**src/rtl/spike_count_argmax.sv**
```systemverilog
// spike_count_argmax
//   Accumulates one spike counter per output neuron from the SNN core's final
//   layer. On sim_done, a sequential scan visits one neuron per cycle and
//   selects the neuron with the highest count. Lowest index wins ties, and a
//   tie flag reports when another neuron shares the maximum. Counters can be
//   read back through a registered port.
//
//   Optional feature macro: SPIKE_COUNT_SATURATE_EN
//     defined   : counters saturate at 2**COUNT_WIDTH-1
//     undefined : counters wrap modulo 2**COUNT_WIDTH
//
// Ports
//   clk, rst       clock; synchronous active-high reset
//   clear          pulse: zero counters, drop result (winner outputs held)
//   spike_valid    spike_vec carries one timestep of output spikes
//   spike_vec      bit n = neuron n spiked
//   sim_done       pulse: start argmax scan
//   rd_addr        counter readback index
//   rd_data        registered count[rd_addr] (0 when out of range)
//   busy           scan in progress
//   result_valid   winner outputs are valid
//   winner_idx     index of max-count neuron
//   winner_count   count of the winner
//   tie            another neuron equals winner_count
module spike_count_argmax #(
  parameter int NUM_OUTPUTS            = 100,
  parameter int OUTPUT_SPIKE_ADDR_BITS = 7,
  parameter int MAX_TIMESTEPS_BITS     = 7,
  parameter int COUNT_WIDTH            = MAX_TIMESTEPS_BITS + 1
) (
  input  logic                              clk,
  input  logic                              rst,
  input  logic                              clear,
  input  logic                              spike_valid,
  input  logic [NUM_OUTPUTS-1:0]            spike_vec,
  input  logic                              sim_done,
  input  logic [OUTPUT_SPIKE_ADDR_BITS-1:0] rd_addr,
  output logic [COUNT_WIDTH-1:0]            rd_data,
  output logic                              busy,
  output logic                              result_valid,
  output logic [OUTPUT_SPIKE_ADDR_BITS-1:0] winner_idx,
  output logic [COUNT_WIDTH-1:0]            winner_count,
  output logic                              tie
);

  localparam logic [1:0] IDLE = 2'd0;
  localparam logic [1:0] SCAN = 2'd1;
  localparam logic [1:0] DONE = 2'd2;

  localparam logic [OUTPUT_SPIKE_ADDR_BITS-1:0] LAST_IDX =
    OUTPUT_SPIKE_ADDR_BITS'(NUM_OUTPUTS - 1);
  localparam logic [COUNT_WIDTH-1:0] CNT_MAX = '1;

  logic [COUNT_WIDTH-1:0]            count_q [NUM_OUTPUTS];
  logic [COUNT_WIDTH-1:0]            count_d [NUM_OUTPUTS];
  logic [1:0]                        state_q, state_d;
  logic [OUTPUT_SPIKE_ADDR_BITS-1:0] scan_idx_q, scan_idx_d;
  logic [OUTPUT_SPIKE_ADDR_BITS-1:0] best_idx_q, best_idx_d;
  logic [COUNT_WIDTH-1:0]            best_cnt_q, best_cnt_d;
  logic                              scan_tie_q, scan_tie_d;
  logic                              result_valid_q, result_valid_d;
  logic [OUTPUT_SPIKE_ADDR_BITS-1:0] winner_idx_q, winner_idx_d;
  logic [COUNT_WIDTH-1:0]            winner_count_q, winner_count_d;
  logic                              tie_q, tie_d;
  logic [COUNT_WIDTH-1:0]            rd_data_q, rd_data_d;

  // Single scan step: candidate at scan_idx_q against the running best.
  logic [COUNT_WIDTH-1:0]            cur_cnt;
  logic                              step_gt, step_eq;
  logic [OUTPUT_SPIKE_ADDR_BITS-1:0] nxt_best_idx;
  logic [COUNT_WIDTH-1:0]            nxt_best_cnt;
  logic                              nxt_tie;

  always_comb begin
    cur_cnt      = count_q[scan_idx_q];
    step_gt      = cur_cnt > best_cnt_q;
    // Index 0 is compared against the initial best of 0 and is not a tie.
    step_eq      = (cur_cnt == best_cnt_q) && (scan_idx_q != '0);
    nxt_best_idx = step_gt ? scan_idx_q : best_idx_q;
    nxt_best_cnt = step_gt ? cur_cnt : best_cnt_q;
    nxt_tie      = step_gt ? 1'b0 : (step_eq ? 1'b1 : scan_tie_q);
  end

  always_comb begin
    count_d        = count_q;
    state_d        = state_q;
    scan_idx_d     = scan_idx_q;
    best_idx_d     = best_idx_q;
    best_cnt_d     = best_cnt_q;
    scan_tie_d     = scan_tie_q;
    result_valid_d = result_valid_q;
    winner_idx_d   = winner_idx_q;
    winner_count_d = winner_count_q;
    tie_d          = tie_q;

    if (clear) begin
      for (int unsigned n = 0; n < NUM_OUTPUTS; n++) count_d[n] = '0;
      state_d        = IDLE;
      result_valid_d = 1'b0;
      tie_d          = 1'b0;
    end else if (state_q == SCAN) begin
      best_idx_d = nxt_best_idx;
      best_cnt_d = nxt_best_cnt;
      scan_tie_d = nxt_tie;
      if (scan_idx_q == LAST_IDX) begin
        state_d        = DONE;
        result_valid_d = 1'b1;
        winner_idx_d   = nxt_best_idx;
        winner_count_d = nxt_best_cnt;
        tie_d          = nxt_tie;
      end else begin
        scan_idx_d = scan_idx_q + 1'b1;
      end
    end else begin
      // IDLE or DONE: spikes are counted before any scan start so a
      // same-edge sim_done scans the updated counts.
      if (spike_valid) begin
        for (int unsigned n = 0; n < NUM_OUTPUTS; n++) begin
          if (spike_vec[n]) begin
`ifdef SPIKE_COUNT_SATURATE_EN
            if (count_q[n] != CNT_MAX) count_d[n] = count_q[n] + 1'b1;
`else
            count_d[n] = count_q[n] + 1'b1;
`endif
          end
        end
        state_d        = IDLE;
        result_valid_d = 1'b0;
      end
      if (sim_done) begin
        state_d        = SCAN;
        result_valid_d = 1'b0;
        scan_idx_d     = '0;
        best_idx_d     = '0;
        best_cnt_d     = '0;
        scan_tie_d     = 1'b0;
        tie_d          = 1'b0;
      end
    end
  end

  always_comb begin
    rd_data_d = '0;
    if (32'(rd_addr) < NUM_OUTPUTS) rd_data_d = count_q[rd_addr];
  end

  always_ff @(posedge clk) begin
    if (rst) begin
      for (int unsigned n = 0; n < NUM_OUTPUTS; n++) count_q[n] <= '0;
      state_q        <= IDLE;
      scan_idx_q     <= '0;
      best_idx_q     <= '0;
      best_cnt_q     <= '0;
      scan_tie_q     <= 1'b0;
      result_valid_q <= 1'b0;
      winner_idx_q   <= '0;
      winner_count_q <= '0;
      tie_q          <= 1'b0;
      rd_data_q      <= '0;
    end else begin
      count_q        <= count_d;
      state_q        <= state_d;
      scan_idx_q     <= scan_idx_d;
      best_idx_q     <= best_idx_d;
      best_cnt_q     <= best_cnt_d;
      scan_tie_q     <= scan_tie_d;
      result_valid_q <= result_valid_d;
      winner_idx_q   <= winner_idx_d;
      winner_count_q <= winner_count_d;
      tie_q          <= tie_d;
      rd_data_q      <= rd_data_d;
    end
  end

  assign busy         = (state_q == SCAN);
  assign result_valid = result_valid_q;
  assign winner_idx   = winner_idx_q;
  assign winner_count = winner_count_q;
  assign tie          = tie_q;
  assign rd_data      = rd_data_q;

endmodule

```
**config.mk**
```make
export PLATFORM = sky130hd
export DESIGN_NAME = spike_count_argmax
export DESIGN_NICKNAME = d
export VERILOG_FILES = /design/src/rtl/spike_count_argmax.sv
export SDC_FILE = /design/constraint.sdc
export NUM_CORES = 2
export LEC_CHECK = 0
export CORE_MARGIN = 2
export CORE_UTILIZATION = 34
export DETAILED_ROUTE_END_ITERATION = 10
export SLEW_MARGIN = 20
export SYNTH_ARGS = -nofsm -noshare
export SYNTH_HDL_FRONTEND = slang
export SYNTH_SLANG_ARGS = --single-unit
export TNS_END_PERCENT = 100
```
**constraint.sdc**
```tcl
create_clock -name clk -period 4.1 [get_ports clk]
set_clock_uncertainty 0.1 [all_clocks]
set_input_delay 0.615 -clock clk [delete_from_list [all_inputs] [get_ports clk]]
set_output_delay 0.615 -clock clk [all_outputs]
set_load 0.05 [all_outputs]
```
==> run summary <==
Status -> finished, final reports clean
Worst hold margin -> 0.368 ns
Largest area contributor in the netlist -> dfxtp_1
Area Overhead vs Synth -> 16.0%
Top cells by area, synth -> dfxtp_1 35%, mux4_2 16%, xnor2_1 7.2%
Chip Height -> 384 µm
CTS tree -> done
Port-buffer cells -> 137
Synth Net Count -> 5,384
Worst VDD drop -> 0.000257 V
Fill cells -> 14.1k
Crit path arrival time -> 4.56 ns
TritonCTS sink count -> 849
Post-route insts no fill -> 7,262
Slew margin rel. -> 0.426
Pins Over Slew Limit -> 0
Top Ports -> 138
Iter 0 DRT Violations -> 4,257
Via-to-Cell Ratio -> 5.61
DRC errors left -> 0
Rows -> 139
Vias in the first global route -> 38.1k
Worst-margin pin slew -> 0.860 ns
Initial core utilization -> 0.342
Worst hold path type -> reg2reg
#FFs+latches synth -> 849
Ratio of cells with drive above 1 in the final layout -> 0.163
Max H-tree Level -> 3
Inst Count DP -> 7,061
Post-synthesis cell area -> 0.0490 mm²
Leak -> 18.5 nW
Pre-antenna DRT Iters -> 6
Crit Path Category -> reg2reg
Avg WL per Cell -> 22.7 µm
Initial antenna violation count -> 4
Gr ovfl total -> 0
Max Buffers Root-to-Sink -> 3
Final setup violation count -> 0
Final period util -> 0.976
Final Hold Viols -> 0
Most frequent cell after synthesis -> dfxtp_1
Worst R2R Setup Slack -> 0.1 ns
Library cells used by synthesis -> 75
Synth top area share -> 0.347
Die Wd -> 384 µm
FFs w/ async S/R, synth -> 0
Core Util, Final -> 0.397
Root Buffer -> clkbuf_16
Core area -> 0.143 mm²
Final GP Congestion -> 0.977
Finished Cell Area -> 0.0569 mm²
Die area -> 0.147 mm²
CP required -> 4.66 ns
Detail Placement HPWL -> 125,000 µm
Clock slew seen by the registers of the worst setup and hold paths -> 0.06 ns
Fin nets -> 5,504
Overall routed net length -> 165,000 µm
F_max -> 250 MHz
Element type at the critical path end -> register
Via count -> 40.8k
Ys flop type -> dfxtp_1
Dpl cell area -> 0.0532 mm²
Post-synth EDFFs -> 0
Startpoint types -> register
Largest net degree at the start of global routing -> 130
Worst-skew pair later-pin latency -> 0.72 ns
Post-route ant nets -> 0
Worst Path Max Fanout -> 22
GRT Total Usage -> 0.219
Tmin final -> 4.00 ns
Post-synth top cells -> 849 x dfxtp_1, 747 x nor2_1, 402 x xnor2_1, 346 x mux4_2, 290 x nand2_1
Synth warnings -> 0
Max-Cap Viols -> 0
PD cells -> 321 mW/mm²
Syn Inst Count -> 5,162
Register area share after synthesis -> 0.347
Cts bufs inserted -> 95
Avg Inst Size Synth -> 9.49 µm²
First-pass GRT wire length -> 246,000 µm
-- registers in the layout (all words and copies together) (netlist names) --
register and count:
count_q 800, winner_count 8, scan_idx_q 7, best_idx_q 7, best_cnt_q 8, state_q 2
winner_idx 7, tie 1, rd_data 8, scan_tie_q 1
-- cell usage in the layout (no fill, tap or decap), types with 110 or more instances in the layout --
cell type        Yosys  final
nand4_1            209    209
mux2i_1            186    185
nand3_1            139    138
nand2_1            290    289
nor2_1             747    746
dfxtp_1            849    845
mux4_2             346    346
clkdlybuf4s50_1      0    131
a21oi_1            135    130
ha_1               110    110
xor2_1             203    203
inv_1              226    224
xnor2_1            402    402
nor3_1             209    209
buf_4               41    212
o21ai_0            146    142
-- layer usage --
layer / global-route usage / vias up / share of wire
met5: 0 / - / 0.00014
met2: 0.336 / 1805 / 0.44
met1: 0.297 / 20000 / 0.42
li1: - / 18700 / -
met3: 0.0519 / 335 / 0.093
met4: 0.0862 / 4 / 0.041
-- worst paths after layout --
path / start / to / cells after the start
setup / recovery: scan_idx_q[1] / tie / 15
hold / removal: scan_tie_q / scan_tie_q / 2
setup reg to reg: scan_idx_q[1] / tie / 15
hold reg to reg: scan_tie_q / scan_tie_q / 2
-- critical path, stage by stage, from the launching register on --
cell and delay [ns]:
dfxtp_4 0.46, buf_4 0.21, buf_16 0.20, mux4_2 0.55
a32oi_1 0.30, a31oi_1 0.17, a21oi_1 0.17, buf_4 0.15
a21oi_1 0.06, ha_1 0.31, and3_1 0.14, nand4_1 0.14
o21a_1 0.15, and2_4 0.18, or4_1 0.48, a21oi_1 0.15
-- power breakdown --
group          internal [W]  switching (W)
clock network       0.00504        0.00370
registers           0.00829      0.0000794
logic              0.000474       0.000677
total                0.0138        0.00446
-- logic make-up (layout without fill, tap and decap cells) --
logic type | after synthesis | count (layout) | share of synthesized area
flops | 849 | 849 | 0.347
buf+inv | 599 | 795 | 0.0537
simple gates | 1879 | 1879 | 0.179
mux | 606 | 606 | 0.219
compound gates | 514 | 514 | 0.0655
xor+xnor | 605 | 605 | 0.108
fa+ha+maj | 110 | 110 | 0.0281
other cells | 0 | 1 | 0
-- timing repair --
action	CTS	global route
hold buffers	0	0
gates cloned	0	3
setup endpoints to repair	30	32
setup buffers	1	23
pin swaps	1	9
gates resized for setup	3	41
-- stage by stage --
step	setup TNS, ns	total power [W]	worst slack [ns]
floorplan	0	0.00927	0.208
global placement	-1.70	0.00968	-0.123
detailed placement	-2.12	0.00969	-0.133
CTS	0	0.0185	0.00649
global route	-0.0127	0.0189	-0.00711
finish	0	0.0183	0.0989
-- final cells by class --
type | count | area [µm²] | share of cell area
diodes | 1 | 2.50 | 0.0000440
clock buffers | 134 | 2740 | 0.0481
clock inverters | 39 | 435 | 0.00766
inverters | 227 | 860 | 0.0151
multi-input cells | 3714 | 29500 | 0.519
flip-flops and latches | 849 | 17000 | 0.299
well taps | 1903 | 2380 | 0.0419
repair buffers | 395 | 3900 | 0.0686
Power figures use the tool's default switching activity.
